===== config.mk =====
export PLATFORM = sky130hd
export DESIGN_NAME = dcmi_rdma
export DESIGN_NICKNAME = d
export VERILOG_FILES = /design/src/rtl/dcmi_rdma.sv
export SDC_FILE = /design/constraint.sdc
export NUM_CORES = 1
export LEC_CHECK = 0
export CAP_MARGIN = 20
export CORE_MARGIN = 5
export CORE_UTILIZATION = 40
export DETAILED_ROUTE_END_ITERATION = 12
export PLACE_DENSITY = 0.68
export SKIP_CTS_REPAIR_TIMING = 1
export SLEW_MARGIN = 0
export SYNTH_ARGS = -nofsm -noshare
export SYNTH_HDL_FRONTEND = slang
export SYNTH_SLANG_ARGS = --single-unit

===== constraint.sdc =====
create_clock -name clk -period 9.5 [get_ports clk]
set_input_delay 2.85 -clock clk [delete_from_list [all_inputs] [get_ports clk]]
set_output_delay 2.85 -clock clk [all_outputs]
set_load 0.02 [all_outputs]

===== src/rtl/dcmi_rdma.sv =====
// Read-side ring DMA: fetches words from frame RAM into a small prefetch FIFO and streams them out.
// Optional macro DCMI_RDMA_BSWAP_EN byte-reverses the output word for big-endian consumers.
`ifndef DMA_ADDR_LEN
`define DMA_ADDR_LEN 16
`endif

module dcmi_rdma #(
   parameter int ADDR_W     = `DMA_ADDR_LEN,
   parameter int FIFO_DEPTH = 4
) (
   input  logic              clk,
   input  logic              rstn,
   input  logic              block_en,
   input  logic              start,
   input  logic              stop,
   input  logic [ADDR_W-1:0] rd_saddr,
   input  logic [ADDR_W-1:0] rd_len,
   input  logic [ADDR_W-1:0] xfer_len,
   output logic              ram_rd_req,
   output logic [ADDR_W-1:0] ram_raddr,
   input  logic              ram_rd_ack,
   input  logic [31:0]       ram_rdata,
   output logic              out_vld,
   input  logic              out_rdy,
   output logic [31:0]       out_data,
   output logic              busy,
   output logic              done_pulse,
   output logic              cfg_err_pulse
);

   localparam int PTR_W = $clog2(FIFO_DEPTH);
   localparam logic [PTR_W:0]    FULL_CNT = (PTR_W+1)'(FIFO_DEPTH);
   localparam logic [PTR_W:0]    CNT_ONE  = (PTR_W+1)'(1);
   localparam logic [PTR_W-1:0]  PTR_ONE  = PTR_W'(1);
   localparam logic [ADDR_W-1:0] A_ONE    = ADDR_W'(1);

   typedef enum logic [1:0] {IDLE, RUN, DRAIN} state_t;

   state_t            state;
   logic [ADDR_W-1:0] saddr_q, len_q, xlen_q;
   logic [ADDR_W-1:0] fetch_cnt, deliv_cnt;
   logic [ADDR_W-1:0] fetch_next, deliv_next, ring_last;
   logic [31:0]       mem [FIFO_DEPTH];
   logic [PTR_W-1:0]  wr_ptr, rd_ptr;
   logic [PTR_W:0]    fifo_cnt;
   logic [31:0]       head;
   logic              push, pop;

   assign ram_rd_req = (state == RUN) && (fifo_cnt < FULL_CNT);
   assign push       = ram_rd_req && ram_rd_ack;
   assign out_vld    = (fifo_cnt != '0);
   assign pop        = out_vld && out_rdy;
   assign busy       = (state != IDLE);
   assign fetch_next = fetch_cnt + A_ONE;
   assign deliv_next = deliv_cnt + A_ONE;
   assign ring_last  = saddr_q + len_q - A_ONE;
   assign head       = mem[rd_ptr];

`ifdef DCMI_RDMA_BSWAP_EN
   assign out_data = out_vld ? {head[7:0], head[15:8], head[23:16], head[31:24]} : 32'h0;
`else
   assign out_data = out_vld ? head : 32'h0;
`endif

   // NOTE: FIFO storage has no reset; fifo_cnt gates every read, so stale words are never visible.
   always_ff @(posedge clk) begin
      if (push) mem[wr_ptr] <= ram_rdata;
   end

   // NOTE: all state uses non-blocking assignments; later assignments (stop) deliberately override earlier ones.
   always_ff @(posedge clk or negedge rstn) begin
      if (!rstn) begin
         state         <= IDLE;
         saddr_q       <= '0;
         len_q         <= '0;
         xlen_q        <= '0;
         fetch_cnt     <= '0;
         deliv_cnt     <= '0;
         ram_raddr     <= '0;
         wr_ptr        <= '0;
         rd_ptr        <= '0;
         fifo_cnt      <= '0;
         done_pulse    <= 1'b0;
         cfg_err_pulse <= 1'b0;
      end else if (!block_en) begin
         state         <= IDLE;
         saddr_q       <= '0;
         len_q         <= '0;
         xlen_q        <= '0;
         fetch_cnt     <= '0;
         deliv_cnt     <= '0;
         ram_raddr     <= '0;
         wr_ptr        <= '0;
         rd_ptr        <= '0;
         fifo_cnt      <= '0;
         done_pulse    <= 1'b0;
         cfg_err_pulse <= 1'b0;
      end else begin
         done_pulse    <= 1'b0;
         cfg_err_pulse <= 1'b0;

         if (push) wr_ptr <= wr_ptr + PTR_ONE;
         if (pop) begin
            rd_ptr    <= rd_ptr + PTR_ONE;
            deliv_cnt <= deliv_next;
         end
         case ({push, pop})
            2'b10:   fifo_cnt <= fifo_cnt + CNT_ONE;
            2'b01:   fifo_cnt <= fifo_cnt - CNT_ONE;
            default: fifo_cnt <= fifo_cnt;
         endcase

         case (state)
            IDLE: begin
               if (start && !stop) begin
                  if (rd_len == '0) begin
                     cfg_err_pulse <= 1'b1;
                  end else begin
                     saddr_q   <= rd_saddr;
                     len_q     <= rd_len;
                     xlen_q    <= xfer_len;
                     ram_raddr <= rd_saddr;
                     fetch_cnt <= '0;
                     deliv_cnt <= '0;
                     wr_ptr    <= '0;
                     rd_ptr    <= '0;
                     fifo_cnt  <= '0;
                     state     <= RUN;
                  end
               end
            end
            RUN: begin
               if (push) begin
                  fetch_cnt <= fetch_next;
                  ram_raddr <= (ram_raddr == ring_last) ? saddr_q : ram_raddr + A_ONE;
                  if (xlen_q != '0 && fetch_next == xlen_q) state <= DRAIN;
               end
            end
            DRAIN: begin
               if (pop && deliv_next == xlen_q) begin
                  state      <= IDLE;
                  done_pulse <= 1'b1;
               end
            end
            default: state <= IDLE;
         endcase

         // Abort wins over everything: drop request, flush FIFO, suppress completion.
         if (stop) begin
            state      <= IDLE;
            wr_ptr     <= '0;
            rd_ptr     <= '0;
            fifo_cnt   <= '0;
            done_pulse <= 1'b0;
         end
      end
   end

endmodule


# ---- After elaboration in Yosys (flattened, before gate mapping)
# Memory sizes are Yosys's and may differ from the RTL's.
# Cells that the tools add are included.
# Widths: inputs -> output; s select.
dict set report classes {
  eq_ne 19
  reduce_logical 15
  add_sub_neg 9
  magnitude_cmp 1
  mux 63
}
# operator n
set ops {}
lappend ops {{$mux 16} 24}
lappend ops {{$pmux 16 s2} 2}
lappend ops {{$add 16x1->16 const B} 3}
lappend ops {{$eq 16x16->1} 3}
lappend ops {{$mux 2} 19}
lappend ops {{$mux 32} 1}
lappend ops {{$add 16x16->16} 1}
lappend ops {{$logic_not 16->1} 1}
lappend ops {{$ne 4x4->1 const B} 4}
lappend ops {{$reduce_bool 16->1} 1}
lappend ops {{$sub 16x1->16 const B} 1}
lappend ops {{$mux 3} 5}
lappend ops {{$mux 1} 10}
lappend ops {{$ne 3x3->1 const B} 3}
lappend ops {{$logic_and 1x1->1} 6}
lappend ops {{$pmux 2 s3} 1}
lappend ops {{$pmux 3 s2} 1}
lappend ops {{$reduce_and 5->1} 1}
lappend ops {{$add 2x1->2 const B} 2}
lappend ops {{$eq 2x1->1 const B} 2}
lappend ops {{$eq 2x2->1 const B} 2}
lappend ops {{$ne 2x1->1 const B} 2}
lappend ops {{$ne 4x3->1 const B} 1}
lappend ops {{$reduce_and 4->1} 1}
lappend ops {{10 further kinds} 10}
dict set report totals {
  out_inout_bits 53
  n_memories 1
  inputBits 87
  regBits 107
  word_cells 120
  ramBits 128
}
# name words width read_ports rd_ports_with_merged_regs wr line
set mem_list {}
lappend mem_list {mem 4 32 1 0 1 43} ;# logic [31:0] mem [FIFO_DEPTH];

# ---- Longest topological paths before layout
dict set report depth {
  ltp_word 10
  depth_mapped 17
  depth_no_buf 15
}

# ---- Worst setup path before layout
# OpenSTA, ideal clock, no wires.
dict set report synth_path {
  path_type {reg2out}
  from {reg rd_ptr[0]}
  to {out out_data[10]}
  setup_slack_ns 4.702
  required_ns 6.650
  n_path_buf 2
  stages_incl_launch_ff 5
  t_arrival_ns 1.948
  cell_sequence {dfrtp_1 -> clkbuf_1 -> buf_1 -> mux4_2 -> and2_1}
}
dict set report synth_via {
  elab_chain_len 2
}
# element line
set synth_rtl {}
lappend synth_rtl {{start, declared} 44} ;# logic [PTR_W-1:0] wr_ptr, rd_ptr;
lappend synth_rtl {{start signal, assigned} 104} ;# rd_ptr <= rd_ptr + PTR_ONE;
lappend synth_rtl {{$mem_v2 4x32} n/a}
lappend synth_rtl {{$mux 32} 62} ;# assign out_data = out_vld ? head : 32'h0;
lappend synth_rtl {{end, declared} 25} ;# output logic [31:0] out_data,
# No other way between the ends.

# ---- Worst setup path after layout
dict set report layout_path {
  from {in rd_len[11]}
  to {reg fetch_cnt[10]}
}
dict set report layout_via {
  elab_chain_len 3
}
# element line
set layout_rtl {}
lappend layout_rtl {{start, declared} 17} ;# input logic [ADDR_W-1:0] rd_len,
lappend layout_rtl {{$logic_not 16->1} 116} ;# if (rd_len == '0) begin
lappend layout_rtl {{$ne 3x3->1 (no line)} n/a}
lappend layout_rtl {{$reduce_and 4->1 (no line)} n/a}
lappend layout_rtl {{end signal, assigned} 134} ;# fetch_cnt <= fetch_next;
lappend layout_rtl {{end, declared} 41} ;# logic [ADDR_W-1:0] fetch_cnt, deliv_cnt;
# No other way between the ends.
# A chain may end at the register's enable or synchronous reset.

==> run summary <==
For this run, the detailed router's first-pass iteration total came to 5. The number of enable-type register cells in the synthesized netlist works out to 128. The highest ir drop seen on vdd is 120 µV. The critical path goes through clkdlybuf4s50_1, nor4_1, nand4_1, nand2_1, or3_1, buf_4, nand2_1, nor2_1, buf_4, nor2_1, nand4_1, o21ai_0. For the via count of the first global-routing pass, the log shows 8,638. Aggregate negative setup slack: 0 ns. After layout, the worst setup slack is 3.66 ns.

The fraction of layout cells with a size suffix above 1 is 0.0783. TritonCTS built the clock tree. The end-of-flow core utilization was 0.490. Detailed placement finished with a half-perimeter wire length of 20.7 mm. Data on the critical path is required at its endpoint by 9.91 ns.

Relative to the synthesized area, the layout overhead comes to 21.2%. Along the worst path, the maximum fanout reaches 49. The DRC violations left was 0; the average detailed-routed wire length per instance was 17.8 µm. The sum of buffers and inverters on the critical path works out to 3. Clock latency on the worst-skew pair, taken at its later pin, is 0.53 ns.

The synthesized design contains 235 register bits. After floorplanning, the core was divided into 64 placement rows. The most numerous cell in the Yosys netlist is sky130_fd_sc_hd__nand2_1. The final setup violation count was 0. The antenna diode count came out at 0. Synthesis produced a netlist with a net count of 1,251.

Timing would allow up to 171 MHz. After detailed routing, the total wire length is 29.6 mm. Counting cells, the worst reg-to-reg path comes to 14. Routability-driven placement finished with a final weighted congestion of 0.855. The top-level port count is 140, and the number of violations of the max-capacitance limit is 0. The share of synthesized area occupied by flip-flops and latches was 0.529. The clock period could shrink to 5.84 ns. The number of endpoints with negative hold slack in the final report was 0; the clock transition time at the flip-flop clock pins of the worst setup and hold paths was 0.06 ns. Number of clock sinks: 235.

Dividing the detail-routed via count by the number of cells gives 5.29. Clock tree synthesis inserted a total of 26 buffers. The cell taking the most area after synthesis was sky130_fd_sc_hd__edfxtp_1. The kind of end point of the critical path was a register. Entering global routing, the biggest net connects 61 pins.

The post-synthesis async set-or-reset flop share was 0.455. In the post-synthesis netlist, the biggest area contributors are sky130_fd_sc_hd__edfxtp_1, sky130_fd_sc_hd__dfrtp_1, sky130_fd_sc_hd__mux4_2. The first global-routing pass estimated 47.4 mm of wire. Setup repair after global routing left no endpoint under its margin. The critical path crosses 12 cells after its start point. Critical path's slowest cell: sky130_fd_sc_hd__nand2_1.

The tools report the root buffer selected by CTS as sky130_fd_sc_hd__clkbuf_16. Yosys printed 0 warnings. Broken down by cell family, the worst path's largest delay share belongs to simple AND/OR/NAND/NOR gates. The worst-margin pin slew is 1.07 ns. The setup slack after placement was 3.11 ns. The logs give 0.404 for the effective utilization at floorplan and 6.25 ns for the worst path arrival time.

The portion of synthesized cell area occupied by the leading cell type works out to 0.312. The quantity of I/O buffers inserted on ports works out to 139. The sum of overflow across all layers after global routing is 0. The run finished with clean final reports. The deepest clock path buffer count is 3. The remaining number of nets flagged by the antenna check after routing is 0. After synthesis, the most frequently instantiated cells are sky130_fd_sc_hd__nand2_1, sky130_fd_sc_hd__edfxtp_1, sky130_fd_sc_hd__dfrtp_1. Dividing the synthesized area by the synthesized cell count gives 11.0 µm².

For the overall routing resource usage, the log shows 0.170. Leakage power of the design: 5.72 nW. For this design the ratio of total power to cell area is 161 mW/mm². The number of antenna violations at the first check in global routing was 0; the floorplan die width was 186 µm. The worst hold path belongs to the class register to register. Vertical die dimension: 186 µm.

The tools report the area of the core region as 0.0305 mm². Total count of max-transition violations in the final report: 0. On the final layout, the worst clock skew is 0.0131 ns.

The final cycle utilization of the critical path is 0.615. For the die footprint, the log shows 0.0344 mm². The worst slew slack as a fraction of its limit is 0.285, and the initial DRC count is 725. For this run, the slowest stage of the critical path takes 0.63 ns. The logs give 54 for the unique cell type count in the Yosys netlist and 1,125 for the post-synthesis cell count.

STA classifies the critical path startpoint as a primary input. Detailed routing inserted a total of 8,780 vias. The tools report the H-tree level count as 1. The post-synthesis instance area came out at 0.0123 mm².

The critical path is of the primary input to register type. The worst hold path depth came out at 1. For this run, the leading register cell type out of synthesis is sky130_fd_sc_hd__edfxtp_1.

For this run, the post-layout net count is 1,371.
final timing paths:
| kind | start | to | slack, ns |
|---|---|---|---|
| max | rd_len[11] | fetch_cnt[10] | 3.66 |
| min | fetch_cnt[15] | fetch_cnt[15] | 0.51 |
| max reg2reg | saddr_q[1] | ram_raddr[13] | 4.88 |
| min reg2reg | fetch_cnt[15] | fetch_cnt[15] | 0.51 |
| max in group asynchronous | rstn | deliv_cnt[8] | 5.94 |
| min in group asynchronous | rstn | len_q[9] | 2.34 |
cell families after synthesis:
family | Yosys count | share of synthesized area
compound gates | 180 | 0.0953
xor+xnor | 102 | 0.0725
fa+ha+maj | 39 | 0.0408
buf+inv | 139 | 0.0432
flops | 235 | 0.529
mux | 53 | 0.0757
simple gates | 377 | 0.143
layout make-up:
| class | instances | area (µm²) |
|---|---|---|
| clock buffer | 30 | 686 |
| clock inverter | 17 | 170 |
| fill | 2735 | 15600 |
| inverter | 79 | 297 |
| multi-input combinational | 751 | 5280 |
| sequential | 235 | 6520 |
| tap | 396 | 495 |
| timing repair buffer | 152 | 1490 |
sequential cells by signal (all words and copies together) (netlist names):
| signal | cells |
|---|---|
| len_q | 16 |
| fifo_cnt | 3 |
| cfg_err_pulse | 1 |
| saddr_q | 16 |
| mem | 128 |
| rd_ptr | 2 |
| deliv_cnt | 16 |
| wr_ptr | 2 |
| state | 2 |
| xlen_q | 16 |
| ram_raddr | 16 |
| done_pulse | 1 |
| fetch_cnt | 16 |
stage by stage:
| step | instance area, µm² | power (mW) | std cells | hold WS, ns |
|---|---|---|---|---|
| final | 14900 | 2.41 | 1660 | 0.510 |
| after global placement | 14100 | 1.44 | 1613 | 0.497 |
| after global routing | 14900 | 2.52 | 1660 | 0.545 |
| after CTS | 14900 | 2.44 | 1660 | 0.513 |
| after detailed placement | 14100 | 1.45 | 1613 | 0.508 |
| after floorplan | 12300 | 1.32 | 1125 | 0.447 |
layout by cell type (no fill, tap or decap), types with 6 or more instances in the layout:
master,n
sky130_fd_sc_hd__mux2i_1,19
sky130_fd_sc_hd__nand4_1,16
sky130_fd_sc_hd__mux4_2,32
sky130_fd_sc_hd__clkinv_2,11
sky130_fd_sc_hd__and2_1,39
sky130_fd_sc_hd__nand2_1,159
sky130_fd_sc_hd__o31ai_1,7
sky130_fd_sc_hd__dfrtp_1,106
sky130_fd_sc_hd__buf_4,14
sky130_fd_sc_hd__a21oi_1,28
sky130_fd_sc_hd__a21boi_0,48
sky130_fd_sc_hd__ha_1,37
sky130_fd_sc_hd__xor2_1,46
sky130_fd_sc_hd__edfxtp_1,128
sky130_fd_sc_hd__o21ai_0,46
sky130_fd_sc_hd__clkbuf_16,26
sky130_fd_sc_hd__clkdlybuf4s50_1,138
sky130_fd_sc_hd__o221ai_1,9
sky130_fd_sc_hd__and3_1,10
sky130_fd_sc_hd__a31oi_1,6
sky130_fd_sc_hd__nor3_1,21
sky130_fd_sc_hd__xnor2_1,56
sky130_fd_sc_hd__o22ai_1,10
sky130_fd_sc_hd__nand3_1,28
sky130_fd_sc_hd__inv_1,79
sky130_fd_sc_hd__nor4_1,15
sky130_fd_sc_hd__nor2_1,61
routing by layer:
metal	global-route usage	part of all wire	vias to the layer above
li1	-	-	4207
met1	0.249	0.45	4288
met2	0.272	0.47	243
met3	0.0203	0.053	42
met4	0.0431	0.023	0
met5	0	0	-
worst register-to-register path, cell delays in order (launching register included):
cell and delay, ns:
sky130_fd_sc_hd__dfrtp_1 0.37, sky130_fd_sc_hd__inv_1 0.06, sky130_fd_sc_hd__ha_1 0.29, sky130_fd_sc_hd__inv_1 0.06, sky130_fd_sc_hd__ha_1 0.16, sky130_fd_sc_hd__inv_1 0.05, sky130_fd_sc_hd__fa_1 0.44, sky130_fd_sc_hd__xnor2_1 0.16
sky130_fd_sc_hd__nor4_1 0.50, sky130_fd_sc_hd__nand4_1 0.22, sky130_fd_sc_hd__a2111oi_2 0.30, sky130_fd_sc_hd__nand4_1 0.16, sky130_fd_sc_hd__or4_1 0.99, sky130_fd_sc_hd__or3_1 0.49, sky130_fd_sc_hd__a32o_1 0.25
power by group:
group / switching, mW / internal, mW / leakage (nW)
sequential: 0.0283 / 1.10 / 2.61
combinational: 0.165 / 0.138 / 2.68
clock: 0.408 / 0.576 / 0.428
No activity file was read; power rests on OpenSTA's default activity.
